===== config.mk =====
export PLATFORM = sky130hd
export DESIGN_NAME = mux4_rr_sel_gen
export DESIGN_NICKNAME = d
export VERILOG_FILES = /design/src/rtl/mux4_rr_sel_gen_pkg.sv /design/src/rtl/mux4_rr_sel_gen_rr_pick4.sv /design/src/rtl/mux4_rr_sel_gen.sv
export SDC_FILE = /design/constraint.sdc
export NUM_CORES = 1
export LEC_CHECK = 0
export BUFFER_PORTS_ARGS = -buffer_cell sky130_fd_sc_hd__buf_4
export CORE_MARGIN = 1
export CORE_UTILIZATION = 35
export DETAILED_ROUTE_END_ITERATION = 8
export PLACE_DENSITY_LB_ADDON = 0.05
export SLEW_MARGIN = 10
export SYNTH_ARGS = -nofsm -noshare
export SYNTH_HDL_FRONTEND = slang
export SYNTH_HIERARCHICAL = 1
export SYNTH_SLANG_ARGS = --single-unit

===== constraint.sdc =====
create_clock -name clk -period 1.95 [get_ports clk]
set_input_delay 0.195 -clock clk [delete_from_list [all_inputs] [get_ports clk]]
set_output_delay 0.195 -clock clk [all_outputs]
set_load 0.005 [all_outputs]

===== src/rtl/mux4_rr_sel_gen_pkg.sv =====
// Shared constants, FSM state type and helpers for the 4:1 mux select generator.
package mux4_rr_sel_gen_pkg;

    localparam int NUM_CH = 4;
    localparam int SEL_W  = 2;

    typedef enum logic {
        ST_IDLE  = 1'b0,
        ST_GRANT = 1'b1
    } state_t;

    function automatic logic [NUM_CH-1:0] sel_onehot(input logic [SEL_W-1:0] s);
        logic [NUM_CH-1:0] r;
        r    = '0;
        r[s] = 1'b1;
        return r;
    endfunction

endpackage


===== src/rtl/mux4_rr_sel_gen_rr_pick4.sv =====
// Rotating-priority 4-way pick: first set req[i] scanning i = ptr, ptr+1, ... mod 4.
module rr_pick4
    import mux4_rr_sel_gen_pkg::*;
(
    input  logic [NUM_CH-1:0] req,
    input  logic [SEL_W-1:0]  ptr,
    output logic              found,
    output logic [SEL_W-1:0]  idx
);

    logic [SEL_W-1:0] cand;

    // Scan from the farthest position back to ptr so the closest hit wins last.
    always_comb begin
        found = |req;
        idx   = ptr;
        cand  = ptr;
        for (int k = NUM_CH - 1; k >= 0; k--) begin
            cand = ptr + SEL_W'(k);
            if (req[cand]) begin
                idx = cand;
            end
        end
    end

endmodule


===== src/rtl/mux4_rr_sel_gen.sv =====
// Round-robin select/grant generator for the 4:1 mux, holding each grant for up to
// BURST_LEN accepted beats with a valid/ready handshake toward the consumer.
module mux4_rr_sel_gen
    import mux4_rr_sel_gen_pkg::*;
#(
    parameter int BURST_LEN = 4,
    parameter int CNT_W     = 3
) (
    input  logic              clk,
    input  logic              rst,
    input  logic [NUM_CH-1:0] req,
    input  logic              out_ready,
    output logic [SEL_W-1:0]  sel,
    output logic [NUM_CH-1:0] grant,
    output logic              out_valid,
    output logic [CNT_W-1:0]  beat_cnt,
    output state_t            state
);

    // Handshake: a beat transfers on any cycle where out_valid && out_ready are both
    // high at the rising edge; out_valid never depends on out_ready.

    state_t            state_next;
    logic [SEL_W-1:0]  sel_next;
    logic [NUM_CH-1:0] grant_next;
    logic [SEL_W-1:0]  ptr, ptr_next;
    logic [CNT_W-1:0]  cnt_next;
    logic              pick_found;
    logic [SEL_W-1:0]  pick_idx;
    logic              accept;
    logic              last_beat;

    rr_pick4 u_pick (
        .req   (req),
        .ptr   (ptr),
        .found (pick_found),
        .idx   (pick_idx)
    );

    assign out_valid = (state == ST_GRANT) && req[sel];
    assign accept    = out_valid && out_ready;
    assign last_beat = (beat_cnt == CNT_W'(BURST_LEN - 1));

    always_ff @(posedge clk or posedge rst) begin
        if (rst) begin
            state    <= ST_IDLE;
            sel      <= '0;
            grant    <= '0;
            ptr      <= '0;
            beat_cnt <= '0;
        end else begin
            state    <= state_next;
            sel      <= sel_next;
            grant    <= grant_next;
            ptr      <= ptr_next;
            beat_cnt <= cnt_next;
        end
    end

    always_comb begin
        state_next = state;
        sel_next   = sel;
        grant_next = grant;
        ptr_next   = ptr;
        cnt_next   = beat_cnt;
        unique case (state)
            ST_IDLE: begin
                if (pick_found) begin
                    state_next = ST_GRANT;
                    sel_next   = pick_idx;
                    grant_next = sel_onehot(pick_idx);
                    cnt_next   = '0;
                end
            end
            ST_GRANT: begin
                // Withdrawal releases without counting a beat; otherwise release on the last accept.
                if (!req[sel] || (accept && last_beat)) begin
                    state_next = ST_IDLE;
                    grant_next = '0;
                    cnt_next   = '0;
                    ptr_next   = sel + SEL_W'(1);
                end else if (accept) begin
                    cnt_next = beat_cnt + CNT_W'(1);
                end
            end
            default: begin
                state_next = ST_IDLE;
            end
        endcase
    end

endmodule


==> results of run 1 <==
[through the flow]
step | area, µm² | cells
after floorplan | 691.9 | 66
after CTS | 893.4 | 112
after global placement | 847.1 | 107
final | 893.4 | 112
after detailed placement | 847.1 | 107
after global routing | 893.4 | 112
[report_power, final]
part / internal (W) / total, W / switching (W)
clock network: 0.000114 / 0.000198 / 0.0000839
registers: 0.000348 / 0.000463 / 0.000115
logic: 0.000328 / 0.000568 / 0.000240
[sequential cells by signal (all words and copies together) (netlist names)]
name      count
beat_cnt      3
grant         4
ptr           2
sel           2
state         1
[area by class of cell]
cell class	instances	area [µm²]	area share, %
multi-input cells	46	361.6	40.48
flip-flops and latches	12	300.3	33.61
repair buffers	18	137.6	15.41
clock buffers	4	36.28	4.062
well taps	25	31.28	3.501
inverters	7	26.28	2.941
[critical path: cells and delay by family, from the launching register on]
kind	cells	cell delay [ps]
flip-flops	1	440
AND/OR/NAND/NOR	1	190
buffers and inverters	1	130
multiplexers	1	610
[cells by family after synthesis]
group | count (synthesis) | synth area share, %
simple gates | 21 | 17.90
compound gates | 14 | 15.55
flops | 12 | 43.40
buf+inv | 8 | 4.340
mux | 8 | 13.92
fa+ha+maj | 2 | 3.616
xor+xnor | 1 | 1.266
[worst max path at each step]
stage	startpoint	endpoint	slack [ps]	depth (start not counted)
finish	sel[0]	out_valid	120	3
detailed placement	sel[0]	ptr[1]	230	3
global placement	sel[0]	ptr[1]	230	3
floorplan	sel[0]	ptr[1]	340	3
CTS	sel[0]	out_valid	110	3
global route	sel[0]	out_valid	40	3
[layer usage]
metal,vias up,wire length (µm),GRT usage [%]
li1,279,-,-
met2,12,615,25.28
met4,0,36,10.59
met5,-,0,0
met1,262,697,23.83
met3,5,52,3.529
[layout by cell type (no fill, tap or decap), types with 2 or more instances in the layout]
cell type,count
nor3_1,2
nor2_1,3
o21ai_0,2
buf_4,17
mux2_2,2
clkbuf_4,3
mux2i_1,4
o22ai_1,2
ha_1,2
nor2b_1,2
o2bb2ai_1,3
nand2b_1,2
dfrtp_1,12
nand2_1,4
and2b_2,2
inv_1,7
==> results.cfg, run 1 <==
[die]
start_util_pct = 38.81
core_area_um2 = 1783
die_y_um = 46.46
fp-row-count = 15
die_x_um = 46.46
dieArea_um2 = 2159
ioPinCount = 18

[sta]
fmax_mhz = 546.6
whs_ps = 316.6
report.final.slew_viol_count = 0
fin_crit_sh_pct = 93.82
setup_tns_ps = 0
setup_viol = 0
rsz0062_at_grt = false
fin_skew_ps = 2.886
fin_crit_ps = 1830
hold_viol = 0
fin_ws_ps = 120.5
tightest_slew_ps = 442.6
slew_headroom_pct = 70.46

[min_path]
hold_start = out_ready
min_path_type = in2reg
hold_depth = 3
holdPathEnd = beat_cnt[2]

[power]
vdd.ir_drop.worst_v = 0.0005986
p_leak_nw = 0.4459
power.total_w = 0.001229
power-per-cell-area_nw_per_um2 = 1376

[detailed_routing]
vias = 558
ant_nets = 0
routed_wl_um = 1402
dr.pass1.iters = 4
wl_per_cell_um = 12.52
dr.first_iter.drc_count = 3
drc = 0
viasPerCell = 4.982

[synthesis]
synthDistinctLibCells = 31
synthCells = 66
synth_edf_count = 0
syn-num-nets = 75
async_flop_share_pct = 100.0
yosysWarnings = 6
synth-main-ff-cell = dfrtp_1
yosysTopAreaCell = dfrtp_1
synthTopCellsByArea = dfrtp_1, mux2i_1, inv_1
synth-seq-area-share_pct = 43.40
ys_ff_latch = 12
avgSynthCellArea_um2 = 10.48
synth_top_cell_area_share_pct = 43.40
syn_area_um2 = 691.9
ys_top_cells_by_count = dfrtp_1, inv_1, mux2i_1, nand2_1
synth.most_common_cell = dfrtp_1

[setup_path]
cp_max_fo = 6
worstPathCellList = mux4_2, and2_1, buf_4
worstSetupPathType = reg2out
worst_path_max_delay_cell = mux4_2
crit_path_end_kind = output pin
critPathArrivalTime_ps = 1630
cp.required_ps = 1750
r2r_slack_ps = 240
rr_startpoint = sel[0]
r2r_end = ptr[1]
cpPeakStageDelay_ps = 610
crit_path_start_kind = register
worstRegToRegCells = 3

[placement]
gp_congestion = 0.8613
place_ws_ps = 231.3
io_buffers = 17
hpwl_um = 1131

[clock_tree]
clk_pin_slew_worst_paths_ps = 70
cts_tree = built
cts_setup_buffers = 0
clock_path_buffers = 2
cts_root_buffer = clkbuf_4
postCtsResizedCells = 0
htreeDepth = 1
postCtsHoldBufs = 1
numCtsBuffers = 3
clock_sinks = 12
clock_latency_ps = 280

[global_route]
grt-ovfl-total = 0
antenna_found_initial = 0
grt_max_degree = 13
grt_pass1_wl_um = 2559
grt_pass1_vias = 557
gr-usage-all-layers_pct = 17.52

[layout]
nets = 97
fillers = 186
num_antenna_cells = 0
finish.utilization_pct = 50.11
drive_above_1_share_pct = 32.18
synthToLayoutAreaGrowth_pct = 29.11

[status]
status = completed

[run]
maxCapViolCount = 0
No activity file was read; power rests on OpenSTA's default activity.
==> run 2: changes to the inputs <==
Settings changed: ABC_AREA from default to 1, CORE_ASPECT_RATIO from default to 1.75.
==> run 2 against run 1 <==
Against the previous run: clock power is 3% lower; flip-flop and latch count stayed put; synthesized area is 19% higher; cell area is 13% higher; highest routed layer unchanged; maximum frequency is 15% higher; non-clock buffer count stayed put; sequential share of layout area is 3.8 points lower; register-to-register slack better by 110 ps; combinational power is 71% higher; wire length is 37% higher; setup slack better by 230 ps; largest cell class unchanged; first-iteration DRC count grew to 10 times the previous value.
==> results.cfg, run 2 <==
[detailed_routing]
routed_wl_um = 1924
dr.pass1.iters = 4
viasPerCell = 4.720
drc = 0
wl_per_cell_um = 11.45
ant_nets = 0
vias = 793
dr.first_iter.drc_count = 30

[power]
vdd.ir_drop.worst_v = 0.0007892
p_sw_w = 0.0008107
power-per-cell-area_nw_per_um2 = 1640
clockPowerShare_pct = 11.6
sw_frac_of_total_pct = 49.00
pwr-share-comb_pct = 58.7
pwr-share-seq_pct = 29.7
intPower_w = 0.0008437
p_leak_nw = 0.5938

[synthesis]
yosysTopAreaCell = dfrtp_1
yosysWarnings = 6
synth_top_cell_area_share_pct = 36.59
synth-seq-area-share_pct = 36.59
ys_top_cells_by_count = nand2_1, nand3_1, inv_1
synth_edf_count = 0
avgSynthCellArea_um2 = 6.619
syn_area_um2 = 820.8
synth-main-ff-cell = dfrtp_1
synthDistinctLibCells = 18
syn-num-nets = 133
synth.most_common_cell = nand2_1
synthTopCellsByArea = dfrtp_1, nand2_1, nand3_1
async_flop_share_pct = 100.0
ys_ff_latch = 12
synthCells = 124

[sta]
fin_crit_ps = 1596
fin_crit_sh_pct = 81.84
whs_ps = 339.9
hold_viol = 0
fin_skew_ps = 6.993
tightest_slew_ps = 465.8
setup_tns_ps = 0
rsz0062_at_grt = false
setup_viol = 0
slew_headroom_pct = 68.87
fmax_mhz = 626.7
report.final.slew_viol_count = 0

[global_route]
grt_pass1_wl_um = 3215
grt_max_degree = 15
grt-ovfl-total = 0
antenna_found_initial = 0
grt_pass1_vias = 781
gr-usage-all-layers_pct = 17.78

[setup_path]
worst_path_max_delay_cell = dfrtp_1
cp.buffers_inverters = 3
crit_top_cell = nand2_1
cp_max_fo = 10
cp_top_family = simple AND/OR/NAND/NOR gates
worstPathCellList = inv_6, nand2_1, nand3_1, nand2_1, inv_2, nand2_1, nand2_1, nand2_1, nand2_1, nand2_1, inv_1, o21ai_0
crit_path_end_kind = register
crit_path_start_kind = register
critPathArrivalTime_ps = 1780
cp.required_ps = 2130
worstSetupPathType = reg2reg
cpPeakStageDelay_ps = 550

[die]
dieArea_um2 = 2550
ioPinCount = 18
die_y_um = 66.06
start_util_pct = 38.23
core_area_um2 = 2147
fp-row-count = 22
die_x_um = 38.61

[layout]
layout_commonest_cell = nand2_1
drive_above_1_share_pct = 22.92
largest_reg_flops = 4
num_antenna_cells = 0
fillers = 233
synthToLayoutAreaGrowth_pct = 22.87
regMostFlops = grant
multi_input_area_um2 = 431.7
final_cell_mix = nand2_1, nand3_1, buf_4
nets = 154
seq_area_um2 = 300.3
top_regs = grant (4), beat_cnt (3)

[min_path]
min_path_type = in2reg

[clock_tree]
clock_sinks = 12
cts_tree = built
clock_latency_ps = 270
clock_path_buffers = 2
htreeDepth = 1
numCtsBuffers = 3
clk_pin_slew_worst_paths_ps = 80
cts_root_buffer = clkbuf_4

[placement]
gp_congestion = 0.8057
io_buffers = 17
hpwl_um = 1564

[status]
status = completed

[run]
maxCapViolCount = 0
-- run 2: metrics by stage --
| stage | instances | worst slack [ps] | power (W) | util [%] | cell area, µm² |
|---|---|---|---|---|---|
| after floorplan | 124 | 616.9 | 0.001186 | - | 820.8 |
| after global placement | 163 | 395.1 | 0.001460 | 44.81 | 962.2 |
| after detailed placement | 163 | 356.9 | 0.001470 | 44.81 | 962.2 |
| after CTS | 168 | 346.9 | 0.001672 | 46.97 | 1008 |
| after global routing | 168 | 149.9 | 0.001825 | 46.97 | 1008 |
| final | 168 | 354.2 | 0.001654 | 46.97 | 1008 |
-- run 2: what timing repair did --
item,in CTS,in global routing
endpoints found under the setup margin,0,0
hold buffers,1,0
endpoints found under the hold margin,12,0
gates resized for setup,0,0
setup buffers,0,0
-- run 2: worst reg2reg max path: stages, from the launching register on --
cell	delay [ps]
dfrtp_1	550
inv_6	70
nand2_1	120
nand3_1	100
nand2_1	90
inv_2	30
nand2_1	50
nand2_1	60
nand2_1	60
nand2_1	40
nand2_1	110
inv_1	70
o21ai_0	170
-- run 2: worst paths after layout --
| path | from | to | slack [ps] | cells after the start |
|---|---|---|---|---|
| min in group asynchronous | rst | grant[3] | 490 | 3 |
| hold / removal | out_ready | state | 340 | 4 |
| setup / recovery | ptr[0] | sel[0] | 350 | 12 |
| max in group asynchronous | rst | beat_cnt[2] | 1140 | 3 |
| hold reg to reg | grant[3] | grant[3] | 500 | 2 |
| setup reg to reg | ptr[0] | sel[0] | 350 | 12 |
-- run 2: power by group through the flow --
| stage | sequential [W] | clock [W] | combinational, W |
|---|---|---|---|
| floorplan | 0.000454 | 0 | 0.000732 |
| global placement | 0.000496 | 0 | 0.000965 |
| detailed placement | 0.000499 | 0 | 0.000971 |
| CTS | 0.000495 | 0.000201 | 0.000976 |
| global route | 0.000516 | 0.000213 | 0.00110 |
| finish | 0.000492 | 0.000192 | 0.000971 |
-- run 2: cell families (layout without fill, tap and decap cells) --
| logic type | Yosys count | in the layout | share of synthesized area [%] |
|---|---|---|---|
| AO/OA/AOI/OAI | 6 | 6 | 3.657 |
| XOR/XNOR | 1 | 1 | 1.067 |
| adder cells (fa/ha/maj) | 2 | 2 | 3.048 |
| buffers and inverters | 20 | 40 | 10.82 |
| flip-flops | 12 | 12 | 36.59 |
| AND/OR/NAND/NOR | 83 | 83 | 44.82 |
-- run 2: routing by layer --
layer / routed length (µm) / GRT usage (%) / vias to the layer above
met5: 0 / 0 / -
met3: 20 / 1.010 / 2
met1: 769 / 18.61 / 359
met2: 1119 / 33.54 / 6
li1: - / - / 426
met4: 14 / 7.759 / 0
-- run 2: final cells by class --
type	instances	share of cell area [%]
multi-input combinational	92	42.80
clock buffer	4	3.598
inverter	18	7.196
timing repair buffer	18	13.65
tap	24	2.978
sequential	12	29.78
